`config.mk`:
```
export PLATFORM = sky130hd
export DESIGN_NAME = ram_hidden_reader
export DESIGN_NICKNAME = d
export VERILOG_FILES = /design/src/rtl/ram_hidden_reader_pkg.sv /design/src/rtl/ram_hidden_reader_sync_fifo.sv /design/src/rtl/ram_hidden_reader.sv
export SDC_FILE = /design/constraint.sdc
export NUM_CORES = 1
export LEC_CHECK = 0
export ABC_CLOCK_PERIOD_IN_PS = 2850
export CORE_MARGIN = 2
export CORE_UTILIZATION = 30
export CTS_BUF_LIST = sky130_fd_sc_hd__clkbuf_8
export DETAILED_ROUTE_END_ITERATION = 16
export GPL_ROUTABILITY_DRIVEN = 0
export PLACE_DENSITY = 0.59
export SETUP_SLACK_MARGIN = 0.5
export SYNTH_ARGS = -nofsm -noshare
export SYNTH_HDL_FRONTEND = slang
export SYNTH_SLANG_ARGS = --single-unit
export TNS_END_PERCENT = 30
```
`constraint.sdc`:
```
create_clock -name clk -period 2.85 [get_ports clk]
set_input_delay 0.7125 -clock clk [delete_from_list [all_inputs] [get_ports clk]]
set_output_delay 0.7125 -clock clk [all_outputs]
set_load 0.05 [all_outputs]
```
`src/rtl/ram_hidden_reader_pkg.sv`:
```
// Shared types and default sizes for the hidden-unit weight RAM reader and its RAM instance.
package ram_hidden_reader_pkg;

  localparam int NN_DATA_WIDTH  = 8;
  localparam int NN_ADDR_WIDTH  = 15;
  localparam int NN_FIFO_DEPTH  = 4;

  typedef enum logic [1:0] {
    IDLE,
    READ,
    DRAIN,
    DONE
  } state_t;

endpackage

```
`src/rtl/ram_hidden_reader_sync_fifo.sv`:
```
// First-word-fall-through FIFO: the head entry shows on pop_data the cycle after it is pushed.
// Push into a full FIFO is accepted only when a pop happens in the same cycle.
module sync_fifo
  import ram_hidden_reader_pkg::*;
#(
  parameter int WIDTH = NN_DATA_WIDTH + 1,
  parameter int DEPTH = NN_FIFO_DEPTH
) (
  input  logic                       clk,
  input  logic                       rst,
  input  logic                       push,
  input  logic [WIDTH-1:0]           push_data,
  input  logic                       pop,
  output logic [WIDTH-1:0]           pop_data,
  output logic                       full,
  output logic                       empty,
  output logic [$clog2(DEPTH):0]     count
);

  localparam int PW = $clog2(DEPTH);

  logic [WIDTH-1:0] mem [DEPTH];
  logic [PW-1:0]    wr_ptr;
  logic [PW-1:0]    rd_ptr;
  logic             do_push;
  logic             do_pop;

  assign empty    = (count == '0);
  assign full     = (count == (PW+1)'(DEPTH));
  assign do_pop   = pop && !empty;
  assign do_push  = push && (!full || do_pop);
  assign pop_data = mem[rd_ptr];

  always_ff @(posedge clk) begin
    if (rst) begin
      wr_ptr <= '0;
      rd_ptr <= '0;
      count  <= '0;
    end else begin
      if (do_push) wr_ptr <= wr_ptr + PW'(1);
      if (do_pop)  rd_ptr <= rd_ptr + PW'(1);
      count <= count + (PW+1)'(do_push) - (PW+1)'(do_pop);
    end
  end

  // Storage is not reset; the consumer qualifies pop_data with empty.
  always_ff @(posedge clk) begin
    if (do_push) mem[wr_ptr] <= push_data;
  end

endmodule

```
`src/rtl/ram_hidden_reader.sv`:
```
// Burst reader for the hidden-unit weight RAM: first word 3 cycles after start, then one word per cycle.
// Address issue is credit-gated on FIFO occupancy plus in-flight reads, so out_ready stalls never drop data.
module ram_hidden_reader
  import ram_hidden_reader_pkg::*;
#(
  parameter int DATA_WIDTH = NN_DATA_WIDTH,
  parameter int ADDR_WIDTH = NN_ADDR_WIDTH,
  parameter int FIFO_DEPTH = NN_FIFO_DEPTH
) (
  input  logic                  clk,
  input  logic                  rst,
  input  logic                  start,
  input  logic [ADDR_WIDTH-1:0] base_addr,
  input  logic [ADDR_WIDTH:0]   len,
  output logic [ADDR_WIDTH-1:0] ram_addr,
  output logic                  ram_we,
  output logic [DATA_WIDTH-1:0] ram_data,
  input  logic [DATA_WIDTH-1:0] ram_q,
  output logic [DATA_WIDTH-1:0] out_data,
  output logic                  out_valid,
  input  logic                  out_ready,
  output logic                  out_last,
  output logic                  busy,
  output logic                  done
);

  localparam int CW = $clog2(FIFO_DEPTH) + 1;
  localparam logic [CW:0] DEPTH_L = (CW+1)'(FIFO_DEPTH);

  state_t              state;
  state_t              state_nxt;
  logic [ADDR_WIDTH:0] remaining;
  logic [1:0]          inflight;
  logic                cap_vld;
  logic                cap_last;
  logic [CW-1:0]       fifo_count;
  logic                fifo_empty;
  logic                fifo_full;
  logic [DATA_WIDTH:0] fifo_dout;
  logic [CW:0]         credit_used;
  logic                issue;
  logic                push;
  logic                pop;
  logic                xfer_last;

  assign ram_we   = 1'b0;
  assign ram_data = '0;

  assign credit_used = {1'b0, fifo_count} + {{(CW-1){1'b0}}, inflight};
  assign issue       = (state == READ) && (remaining != '0) && !fifo_full
                       && (credit_used < DEPTH_L);

  // The RAM returns data one cycle after the issue cycle; cap_vld marks that return cycle.
  assign push      = cap_vld;
  assign out_valid = !fifo_empty;
  assign out_data  = fifo_empty ? '0 : fifo_dout[DATA_WIDTH-1:0];
  assign out_last  = !fifo_empty && fifo_dout[DATA_WIDTH];
  assign pop       = out_valid && out_ready;
  assign xfer_last = pop && out_last;

  sync_fifo #(
    .WIDTH (DATA_WIDTH + 1),
    .DEPTH (FIFO_DEPTH)
  ) u_fifo (
    .clk       (clk),
    .rst       (rst),
    .push      (push),
    .push_data ({cap_last, ram_q}),
    .pop       (pop),
    .pop_data  (fifo_dout),
    .full      (fifo_full),
    .empty     (fifo_empty),
    .count     (fifo_count)
  );

  always_ff @(posedge clk) begin
    if (rst) begin
      state     <= IDLE;
      ram_addr  <= '0;
      remaining <= '0;
      inflight  <= '0;
      cap_vld   <= 1'b0;
      cap_last  <= 1'b0;
    end else begin
      state    <= state_nxt;
      cap_vld  <= issue;
      cap_last <= issue && (remaining == (ADDR_WIDTH+1)'(1));
      inflight <= inflight + 2'(issue) - 2'(push);
      if (state == IDLE && start && len != '0) begin
        ram_addr  <= base_addr;
        remaining <= len;
      end else if (issue) begin
        ram_addr  <= ram_addr + ADDR_WIDTH'(1);
        remaining <= remaining - (ADDR_WIDTH+1)'(1);
      end
    end
  end

  always_comb begin
    state_nxt = state;
    case (state)
      IDLE: begin
        if (start) state_nxt = (len == '0) ? DONE : READ;
      end
      READ: begin
        if (issue && remaining == (ADDR_WIDTH+1)'(1)) state_nxt = DRAIN;
      end
      DRAIN: begin
        // The last-tagged word is the final push, so its handshake leaves the FIFO empty.
        if (inflight == '0 && xfer_last) state_nxt = DONE;
      end
      DONE: begin
        state_nxt = IDLE;
      end
      default: state_nxt = IDLE;
    endcase
  end

  always_comb begin
    busy = 1'b0;
    done = 1'b0;
    case (state)
      READ, DRAIN: busy = 1'b1;
      DONE:        done = 1'b1;
      default: begin
        busy = 1'b0;
        done = 1'b0;
      end
    endcase
  end

endmodule
```
==> flow_metrics.py, run 1 <==
metrics = {
    "synth": {
        "post_synth_edffs": 36,
        "synth.top_cells.by_area": "sky130_fd_sc_hd__edfxtp_1 26%, sky130_fd_sc_hd__dfxtp_1 22%, sky130_fd_sc_hd__xnor2_1 5.6%",
        "synth_top_flop_cell": "sky130_fd_sc_hd__dfxtp_1",
        "syn_inst": 375,
        "asyncSetResetFlopFracSynth_pct": 0,
        "synth-seq-area-share_pct": 48.9,
        "post-synth-top-area-cell": "sky130_fd_sc_hd__edfxtp_1",
        "synth_cell_type_count": 49,
        "synth_top_area_share_pct": 26.4,
        "ys_warn_count": 0,
        "syn_area_per_cell_um2": 10.9,
        "post_synthesis_cell_area_mm2": 0.00409,
        "postSynthRegisterBits": 82,
    },
    "placement": {
        "dpl.hpwl_um": 6750,
        "placed_cell_area_mm2": 0.00506,
        "numPlacedInstances": 616,
        "port_buffers": 69,
        "pre_cts_slack_ns": -0.0729,
    },
    "sta": {
        "worst_slew_pin_slew_ns": 0.528,
        "fin_crit_period_ns": 2.44,
        "final.period_utilization_pct": 85.6,
        "finalHoldViolCount": 0,
        "setup_ws_ns": 0.412,
        "clock_skew_ns": 0.00785,
        "max_freq_ghz": 0.410,
        "timing.final.max_slew_violations": 0,
        "timing.max_slew.rel_slack_pct": 64.7,
        "finalSetupViolations": 0,
        "grt_setup_unrepaired": "yes",
    },
    "run": {
        "max-cap-violations": 0,
    },
    "clocking": {
        "numCtsBuffers": 9,
        "cts.sink_count": 82,
        "clock_insertion_delay_at_the_later_pin_of_the_skew_report_ns": 0.36,
        "tritoncts": "done",
        "path_clk_slew_ns": 0.09,
        "h-tree-depth": 3,
        "holdBufCountCts": 0,
        "cts_max_path_buffers": 2,
        "clock-root-buffer": "sky130_fd_sc_hd__clkbuf_8",
    },
    "drt": {
        "postRouteWirelength_um": 10000,
        "detail_route.first_pass.iterations": 4,
        "ant_nets": 0,
        "wl_per_cell_um": 15.4,
        "drc": 0,
        "first_iter_violations": 134,
        "routed_via_density": 4.84,
        "vias": 3153,
    },
    "power": {
        "p_total_uw": 5560,
        "net-switching-power_uw": 2390,
        "power-per-cell-area_mw_per_mm2": 984,
        "sequentialPowerShare_pct": 30.5,
        "internal_power_uw": 3170,
        "pwr-share-clk_pct": 14.2,
        "vdd_ir_drop_max_mv": 0.387,
        "leakagePower_uw": 0.00210,
        "sw_frac_of_total_pct": 42.9,
        "share_comb_of_total_power_pct": 55.4,
    },
    "grt": {
        "grt_overflow_total": 0,
        "track_usage_pct": 14.3,
        "largest_net_degree_at_the_start_of_global_routing": 47,
        "grt_pass1_wl_um": 16200,
        "initial_antenna_violation_count": 3,
        "first_global_vias": 3214,
    },
    "critical_path": {
        "timing.critical_path.max_delay_family": "multiplexers",
        "path_cells": "buf_6 -> mux4_2 -> and2_4 -> buf_6",
        "worstPathArrival_ns": 1.73,
        "count_of_buffer_and_inverter_cells_on_the_critical_path": 2,
        "worst-endpoint-required_ns": 2.14,
        "critical_path_top_delay_cell": "sky130_fd_sc_hd__mux4_2",
        "critical_path.endpoint_type": "primary output",
        "crit_type": "register to primary output",
        "crit_top_cell": "sky130_fd_sc_hd__buf_6",
        "critical-path-max-stage-delay_ns": 0.54,
        "worst_setup_path_start_kind": "register",
        "timing.critical_path.fanout_max": 5,
    },
    "finish": {
        "fillCellCount": 1262,
        "fin_nets": 530,
        "fin_cells": 652,
        "design_area_mm2": 0.00565,
        "finish.utilization_pct": 42.5,
        "final_layout_size_suffix_gt1_share_pct": 22.4,
        "syn_to_final_growth_pct": 38.1,
    },
    "floorplan": {
        "floorplan.initialDensity_pct": 30.8,
        "die_w_um": 121,
        "floorplan.die_area_mm2": 0.0146,
        "floorplan.rows": 42,
        "top_level_ports": 79,
        "floorplan.core_area_mm2": 0.0133,
        "fp.dieH_um": 121,
    },
    "run_status": {
        "outcome": "completed",
    },
    "hold_path": {
        "hold_class": "register to register",
    },
}
==> cells in the final DEF, fill, tap and decap left out, drive strengths merged, types with 4 or more instances in the layout <==
master,Yosys,routed
a211oi,25,25
a311oi,4,4
and2,15,15
buf,16,42
clkbuf,12,11
clkdlybuf4s50,0,45
conb,1,9
dfxtp,46,46
dlymetal6s2s,0,13
edfxtp,36,36
ha,17,17
inv,15,19
mux2i,4,4
mux4,9,9
nand2,12,12
nand2b,4,4
nand4,6,6
nor2,50,50
nor3,13,13
nor4,8,8
nor4b,5,5
o21ai,4,4
or3,4,4
or4,9,9
xnor2,26,26
==> stage by stage <==
| step | TNS (ns) | hold WS, ns |
|---|---|---|
| 2_1_floorplan | 0 | 0.438 |
| 3_3_place_gp | 0 | 0.461 |
| 3_5_place_dp | -0.672 | 0.476 |
| 4_1_cts | 0 | 0.497 |
| 5_1_grt | 0 | 0.521 |
| 6_report | 0 | 0.490 |
==> worst reg2reg max path: stages, from the launching register on <==
cell and delay, ns:
sky130_fd_sc_hd__dfxtp_1 0.34, sky130_fd_sc_hd__or4_1 0.69, sky130_fd_sc_hd__nor4_4 0.31, sky130_fd_sc_hd__or2_4 0.19, sky130_fd_sc_hd__ha_4 0.19, sky130_fd_sc_hd__inv_2 0.06
sky130_fd_sc_hd__ha_4 0.11, sky130_fd_sc_hd__xor2_1 0.17, sky130_fd_sc_hd__xnor2_1 0.13, sky130_fd_sc_hd__nor2_1 0.05
==> final timing paths <==
path / cells past startpoint / endpoint / slack, ns / start
max: 4 / out_last / 0.41 / register
min: 0 / u_fifo.mem[1][8]$_DFFE_PP_ / 0.49 / cap_last$_SDFF_PP0_
min reg2reg: 0 / u_fifo.mem[1][8]$_DFFE_PP_ / 0.49 / cap_last$_SDFF_PP0_
max reg2reg: 9 / inflight[1]$_SDFF_PP0_ / 0.51 / remaining[12]$_SDFFE_PP0P_
==> cell usage after synthesis, types with 3 or more instances <==
cell type and count:
sky130_fd_sc_hd__buf_4 10, sky130_fd_sc_hd__edfxtp_1 36, sky130_fd_sc_hd__nor3_1 13, sky130_fd_sc_hd__inv_1 15, sky130_fd_sc_hd__o21ai_0 4, sky130_fd_sc_hd__a21oi_1 3
sky130_fd_sc_hd__or4_1 8, sky130_fd_sc_hd__mux4_2 9, sky130_fd_sc_hd__or3_1 4, sky130_fd_sc_hd__nor2_1 50, sky130_fd_sc_hd__and2_1 15, sky130_fd_sc_hd__ha_1 17
sky130_fd_sc_hd__a211oi_1 25, sky130_fd_sc_hd__mux2i_1 4, sky130_fd_sc_hd__nor4_1 6, sky130_fd_sc_hd__nor2b_1 3, sky130_fd_sc_hd__nor4b_1 5, sky130_fd_sc_hd__clkbuf_1 12
sky130_fd_sc_hd__xor2_1 3, sky130_fd_sc_hd__nand2b_1 4, sky130_fd_sc_hd__nand2_1 12, sky130_fd_sc_hd__nand4_1 6, sky130_fd_sc_hd__dfxtp_1 46, sky130_fd_sc_hd__buf_2 6
sky130_fd_sc_hd__xnor2_1 26, sky130_fd_sc_hd__a311oi_1 4
==> final cells by class <==
| class | count | area (µm²) | area share (%) |
|---|---|---|---|
| multi-input combinational | 258 | 2050 | 36.3 |
| sequential | 82 | 2010 | 35.5 |
| timing repair buffer | 103 | 1140 | 20.1 |
| tap | 176 | 220 | 3.90 |
| clock buffer | 9 | 124 | 2.19 |
| inverter | 15 | 56.3 | 0.996 |
| clock inverter | 7 | 53.8 | 0.952 |
| antenna | 2 | 5.00 | 0.0885 |
==> what timing repair did <==
action / 4_1_cts / 5_1_grt
hold endpoints to repair: 0 / 0
endpoints found under the setup margin: 53 / 55
setup buffers: 7 / 7
gates cloned: 3 / 1
pin swaps: 7 / 10
gates resized for setup: 24 / 35
==> state kept, by name, summed over array words and instances (netlist names), 2 cells and up, named ones only <==
name           count
u_fifo.mem        36
u_fifo.count       3
u_fifo.wr_ptr      2
inflight           2
ram_addr          15
remaining         16
state              2
u_fifo.rd_ptr      2
==> kinds of logic (layout without fill, tap and decap cells) <==
group	count (synthesis)	in the layout	synth area share, %
flip-flops	82	82	48.9
AO/OA/AOI/OAI	46	46	9.08
XOR/XNOR	29	29	6.20
buffers and inverters	43	134	5.04
other	1	11	0.0916
adder cells (fa/ha/maj)	18	18	5.68
AND/OR/NAND/NOR	143	143	19.1
multiplexers	13	13	5.93
==> power groups by stage <==
stage | combinational [µW] | sequential (µW) | clock, µW
after floorplan | 1770 | 1850 | 0
after global placement | 2620 | 1700 | 0
after CTS | 2900 | 1690 | 816
final | 3080 | 1700 | 787
after detailed placement | 2650 | 1710 | 0
after global routing | 3330 | 1730 | 861
==> metal layers <==
layer	track usage, %	routed length, µm	vias to the layer above
met5	0	13	-
met4	5.74	141	2
met3	4.72	530	14
met2	22.0	4650	88
met1	18.5	4680	1508
li1	-	-	1541
No activity file was read; power rests on OpenSTA's default activity.
==> run 2, diff against run 1 <==
ABC_AREA = 1   (was default)
CTS_BUF_LIST = default   (was sky130_fd_sc_hd__clkbuf_8)
PLACE_DENSITY = 0.58   (was 0.59)
==> run 2 against run 1 <==
Fmax rose by 3.2%. Die area rose by 8.0%. Non-clock buffer count fell by 26. Design area rose by 1.2%. Sequential share of layout area fell by 0.45 points. Clock skew rose by 0.0026 ns. Area after synthesis rose by 8.3%. Core utilization fell by 3.0 points. Via count rose by 21%. Highest routed layer is now met4.
==> flow_metrics.py, run 2 <==
metrics = {
    "synth": {
        "top_cell_types_by_occurrence_after_synthesis": "114 x sky130_fd_sc_hd__nand2_1, 107 x sky130_fd_sc_hd__nor2_1, 57 x sky130_fd_sc_hd__inv_1, 46 x sky130_fd_sc_hd__dfxtp_1, 36 x sky130_fd_sc_hd__edfxtp_1",
        "ys_warn_count": 0,
        "synth.top_cells.by_area": "sky130_fd_sc_hd__edfxtp_1 24%, sky130_fd_sc_hd__dfxtp_1 21%, sky130_fd_sc_hd__nand2_1 9.7%",
        "syn_inst": 570,
        "yosys.cell_count.top_type": "sky130_fd_sc_hd__nand2_1",
        "syn_area_per_cell_um2": 7.78,
        "post-synth-top-area-cell": "sky130_fd_sc_hd__edfxtp_1",
        "synth_top_area_share_pct": 24.4,
        "synth_top_flop_cell": "sky130_fd_sc_hd__dfxtp_1",
        "synth_cell_type_count": 35,
        "post_synthesis_cell_area_mm2": 0.00443,
        "synth-seq-area-share_pct": 45.2,
        "postSynthRegisterBits": 82,
        "asyncSetResetFlopFracSynth_pct": 0,
        "post_synth_edffs": 36,
    },
    "clocking": {
        "path_clk_slew_ns": 0.07,
        "clock_insertion_delay_at_the_later_pin_of_the_skew_report_ns": 0.35,
        "cts.sink_count": 82,
        "h-tree-depth": 3,
        "cts_max_path_buffers": 2,
        "postCtsSetupRepairBufs": 0,
        "tritoncts": "done",
        "numCtsBuffers": 9,
        "holdBufCountCts": 0,
        "clock-root-buffer": "sky130_fd_sc_hd__clkbuf_16",
    },
    "drt": {
        "ant_nets": 0,
        "first_iter_violations": 209,
        "detail_route.first_pass.iterations": 5,
        "routed_via_density": 4.59,
        "vias": 3815,
        "wl_per_cell_um": 13.3,
        "drc": 0,
        "postRouteWirelength_um": 11000,
    },
    "finish": {
        "layout_common_cells": "114 x sky130_fd_sc_hd__nand2_1, 106 x sky130_fd_sc_hd__nor2_1, 57 x sky130_fd_sc_hd__inv_1, 57 x sky130_fd_sc_hd__clkdlybuf4s50_1, 45 x sky130_fd_sc_hd__dfxtp_1",
        "largest_register": "u_fifo.mem",
        "fin_nets": 703,
        "flip_flop_count_of_the_largest_register_after_layout": 36,
        "top_regs": "u_fifo.mem: 36 flops, remaining: 16 flops, ram_addr: 15 flops",
        "mostFrequentLayoutCell": "sky130_fd_sc_hd__nand2_1",
        "syn_to_final_growth_pct": 29.1,
        "final_layout_size_suffix_gt1_share_pct": 10.7,
        "diodes": 0,
    },
    "critical_path": {
        "critical-path-max-stage-delay_ns": 0.85,
        "timing.critical_path.depth": 1,
        "rr_worst_depth": 11,
        "worstPathArrival_ns": 1.65,
        "timing.rr.start": "u_fifo.count[1]$_SDFF_PP0_",
        "crit_type": "register to primary output",
        "worstReg2RegEnd": "u_fifo.count[2]$_SDFF_PP0_",
        "path_cells": "clkdlybuf4s50_1",
        "worst-endpoint-required_ns": 2.14,
        "timing.critical_path.fanout_max": 6,
        "ff2ff_setup_slack_ns": 0.70,
        "critical_path.endpoint_type": "primary output",
        "count_of_buffer_and_inverter_cells_on_the_critical_path": 1,
        "worst_setup_path_start_kind": "register",
        "critical_path_top_delay_cell": "sky130_fd_sc_hd__clkdlybuf4s50_1",
        "timing.critical_path.max_delay_family": "buffers and inverters",
    },
    "grt": {
        "largest_net_degree_at_the_start_of_global_routing": 27,
        "routing_usage_on_met2_pct": 23.9,
        "use_met3_pct": 5.43,
        "grt_util_met1_pct": 18.0,
        "grt_overflow_total": 0,
        "track_usage_pct": 14.6,
        "global_route_hottest_layer": "met2",
        "first_global_vias": 3702,
        "initial_antenna_violation_count": 0,
        "grt_pass1_wl_um": 18200,
    },
    "hold_path": {
        "timing.hold.worst_path_depth": 2,
        "worstHoldEndpoint": "u_fifo.rd_ptr[1]$_SDFFE_PP0P_",
        "holdCritStartpoint": "u_fifo.rd_ptr[1]$_SDFFE_PP0P_",
        "hold_class": "register to register",
    },
    "floorplan": {
        "floorplan.rows": 44,
        "floorplan.core_area_mm2": 0.0145,
        "top_level_ports": 79,
        "die_w_um": 126,
        "floorplan.initialDensity_pct": 30.6,
        "fp.dieH_um": 126,
        "floorplan.die_area_mm2": 0.0158,
    },
    "sta": {
        "timing.final.max_slew_violations": 0,
        "grt_setup_unrepaired": "yes",
        "timing.max_slew.rel_slack_pct": 58.9,
        "finalHoldViolCount": 0,
        "worst_slew_pin_slew_ns": 0.615,
        "setup_ws_ns": 0.487,
        "clock_skew_ns": 0.0104,
        "fin_crit_period_ns": 2.36,
        "max_freq_ghz": 0.423,
        "final.period_utilization_pct": 82.9,
        "total_neg_setup_slack_ns": 0,
        "finalSetupViolations": 0,
    },
    "power": {
        "leakagePower_uw": 0.00234,
        "vdd_ir_drop_max_mv": 0.441,
        "power-per-cell-area_mw_per_mm2": 1030,
    },
    "run_status": {
        "outcome": "completed",
    },
    "run": {
        "max-cap-violations": 0,
    },
    "placement": {
        "pre_cts_slack_ns": 0.235,
        "dpl.hpwl_um": 7780,
        "port_buffers": 69,
    },
}
## run 2: cells by family after synthesis
family | count (synthesis) | synth area share [%]
xor+xnor | 21 | 4.15
buf+inv | 88 | 9.03
compound gates | 78 | 9.43
other cells | 1 | 0.0846
simple gates | 282 | 26.9
flops | 82 | 45.2
fa+ha+maj | 18 | 5.25
## run 2: routing by layer
metal | share of wire (%) | wire, µm | vias up
met3 | 5.9 | 651 | 9
met1 | 46 | 5090 | 1746
li1 | - | - | 1968
met4 | 1.0 | 114 | 0
met2 | 47 | 5160 | 92
met5 | 0 | 0 | -
## run 2: worst max path at each step
stage	start	end	slack, ns
CTS	state[1]$_SDFFE_PP0P_	done	0.41
global placement	out_ready	u_fifo.count[2]$_SDFF_PP0_	0.28
detailed placement	out_ready	u_fifo.count[2]$_SDFF_PP0_	0.23
floorplan	u_fifo.count[1]$_SDFF_PP0_	u_fifo.count[2]$_SDFF_PP0_	0.40
finish	ram_addr[10]$_SDFFE_PP0P_	ram_addr[10]	0.49
global route	u_fifo.count[1]$_SDFF_PP0_	inflight[1]$_SDFF_PP0_	0.42
## run 2: where the power goes
| part | switching, µW | internal, µW | total (µW) |
|---|---|---|---|
| Clock | 523 | 696 | 1220 |
| Combinational | 1950 | 1010 | 2960 |
| Sequential | 233 | 1460 | 1690 |
| Total | 2710 | 3160 | 5870 |
## run 2: final cells by class
type                       instances  area [µm²]
fill                            1460        8760
multi-input combinational        408        2170
sequential                        82        2010
timing repair buffer              77         752
inverter                          63         249
tap                              184         230
clock buffer                       9         225
clock inverter                     7        83.8
timing repair inverter             1        6.26
## run 2: stage by stage
| stage | instance area, µm² | instances | utilization [%] | hold slack, ns | power (µW) |
|---|---|---|---|---|---|
| CTS | 5710 | 831 | 39.4 | 0.468 | 5900 |
| detailed placement | 5380 | 814 | 37.2 | 0.459 | 4640 |
| floorplan | 4570 | 578 | - | 0.436 | 3930 |
| global route | 5720 | 831 | 39.5 | 0.487 | 6310 |
| global placement | 5380 | 814 | 37.2 | 0.457 | 4620 |
| finish | 5720 | 831 | 39.5 | 0.465 | 5870 |
## run 2: what timing repair did
action / 4_1_cts / 5_1_grt
setup endpoints to repair: 17 / 31
cloned: 1 / 0
gates resized for setup: 8 / 11
==> run 3, diff against run 2 <==
ABC_CLOCK_PERIOD_IN_PS = 2400   (was 2850)
clock period = 2.4 ns   (was 2.85 ns; I/O delays follow)
==> run 3 against run 2 <==
Sequential power grew 20%. Routed wire length increased by 7.6%. Sequential cell count stayed put. Sequential share of layout area fell by 3.7 points. Register-to-register slack got worse by 0.26 ns. Design area is 12% higher. Clock power rose by 11%. Largest power group unchanged.
==> flow_metrics.py, run 3 (synthesis gave the netlist of run 2 again) <==
metrics = {
    "run_status": {
        "outcome": "completed",
    },
    "grt": {
        "track_usage_pct": 14.7,
        "grt_pass1_wl_um": 18600,
        "initial_antenna_violation_count": 1,
        "largest_net_degree_at_the_start_of_global_routing": 27,
        "grt_overflow_total": 0,
        "first_global_vias": 3816,
    },
    "power": {
        "power-per-cell-area_mw_per_mm2": 1210,
        "p_total_uw": 7800,
        "vdd_ir_drop_max_mv": 0.522,
        "leakagePower_uw": 0.00280,
    },
    "hold_path": {
        "timing.hold.worst_path_depth": 2,
        "hold_class": "register to register",
    },
    "sta": {
        "grt_setup_unrepaired": "yes",
        "fin_crit_period_ns": 2.11,
        "finalSetupViolations": 0,
        "timing.final.max_slew_violations": 0,
        "finalHoldViolCount": 0,
        "max_freq_ghz": 0.474,
        "clock_skew_ns": 0.00944,
        "worst_slew_pin_slew_ns": 0.562,
        "total_neg_setup_slack_ns": 0,
        "timing.max_slew.rel_slack_pct": 62.5,
        "final.period_utilization_pct": 87.9,
        "setup_ws_ns": 0.291,
    },
    "placement": {
        "port_buffers": 69,
        "dpl.hpwl_um": 7970,
        "placed_cell_area_mm2": 0.00549,
        "pre_cts_slack_ns": -0.0169,
    },
    "critical_path": {
        "crit_type": "register to primary output",
        "worstPathArrival_ns": 1.51,
        "rr_worst_depth": 11,
        "timing.critical_path.fanout_max": 5,
        "worst-endpoint-required_ns": 1.80,
        "worst_setup_path_start_kind": "register",
        "critical_path.endpoint_type": "primary output",
    },
    "drt": {
        "detail_route.first_pass.iterations": 4,
        "routed_via_density": 4.64,
        "postRouteWirelength_um": 11900,
        "drc": 0,
        "wl_per_cell_um": 13.7,
        "vias": 4005,
        "ant_nets": 0,
        "first_iter_violations": 249,
    },
    "finish": {
        "top_regs": "u_fifo.mem: 36 flops, remaining: 16 flops, ram_addr: 15 flops",
        "syn_to_final_growth_pct": 44.8,
        "largest_register": "u_fifo.mem",
        "final_layout_size_suffix_gt1_share_pct": 21.5,
        "fin_nets": 734,
        "flip_flop_count_of_the_largest_register_after_layout": 36,
        "layout_common_cells": "107 x sky130_fd_sc_hd__nand2_1, 99 x sky130_fd_sc_hd__nor2_1, 51 x sky130_fd_sc_hd__inv_1",
        "mostFrequentLayoutCell": "sky130_fd_sc_hd__nand2_1",
        "design_area_mm2": 0.00642,
    },
    "clocking": {
        "cts_max_path_buffers": 2,
        "clock_insertion_delay_at_the_later_pin_of_the_skew_report_ns": 0.34,
        "numCtsBuffers": 9,
        "clock-root-buffer": "sky130_fd_sc_hd__clkbuf_16",
        "h-tree-depth": 3,
        "cts.sink_count": 82,
        "tritoncts": "done",
        "path_clk_slew_ns": 0.07,
        "holdBufCountCts": 0,
    },
    "floorplan": {
        "floorplan.initialDensity_pct": 30.6,
        "die_w_um": 126,
        "floorplan.die_area_mm2": 0.0158,
        "floorplan.core_area_mm2": 0.0145,
        "floorplan.rows": 44,
        "fp.dieH_um": 126,
        "top_level_ports": 79,
    },
    "run": {
        "max-cap-violations": 0,
    },
}
-- run 3: layer usage --
metal,vias up,wire [µm],part of all wire [%],GRT usage [%]
li1,2040,-,-,-
met1,1841,5020,42,17.9
met2,106,5990,51,25.6
met3,18,627,5.3,3.25
met4,0,220,1.9,5.42
met5,-,0,0,0
-- run 3: final timing paths --
path / startpoint / endpoint / slack (ns)
max: register / out_data[6] / 0.29
min reg2reg: u_fifo.rd_ptr[1]$_SDFFE_PP0P_ / register / 0.47
min: u_fifo.rd_ptr[1]$_SDFFE_PP0P_ / register / 0.47
max reg2reg: u_fifo.count[1]$_SDFF_PP0_ / inflight[1]$_SDFF_PP0_ / 0.44
-- run 3: worst max-delay path, cell delays in order, from the launching register on --
cell	delay [ns]
sky130_fd_sc_hd__dfxtp_4	0.39
sky130_fd_sc_hd__buf_12	0.11
sky130_fd_sc_hd__buf_16	0.10
sky130_fd_sc_hd__nor2_1	0.04
sky130_fd_sc_hd__nor2_1	0.13
sky130_fd_sc_hd__o21ai_2	0.09
sky130_fd_sc_hd__a21oi_4	0.15
sky130_fd_sc_hd__buf_12	0.15
-- run 3: power breakdown --
group          switching (µW)  total, µW  internal [µW]
Clock                     621       1350            728
Combinational            2670       4430           1770
Sequential                278       2020           1740
Total                    3560       7800           4230
-- run 3: cell type report --
type                    instances  area (µm²)
clock buffers                   9         225
diodes                          1        2.50
flip-flops and latches         82        2010
clock inverters                 7        67.6
fillers                      1412        8060
inverters                      63         294
multi-input cells             408        2350
well taps                     184         230
repair inverters                3        37.5
repair buffers                106        1200
-- run 3: repair_timing --
action,in CTS,in global routing
pin swaps,12,21
gates resized for setup,88,67
endpoints found under the setup margin,57,54
cloned,1,4
buffers inserted,5,14
-- run 3: metrics by stage --
step | util, % | hold WS [ns] | std cells
after floorplan | - | 0.436 | 578
after global placement | 37.9 | 0.453 | 822
after detailed placement | 37.9 | 0.468 | 822
after CTS | 41.5 | 0.473 | 844
after global routing | 44.3 | 0.505 | 863
final | 44.3 | 0.470 | 863
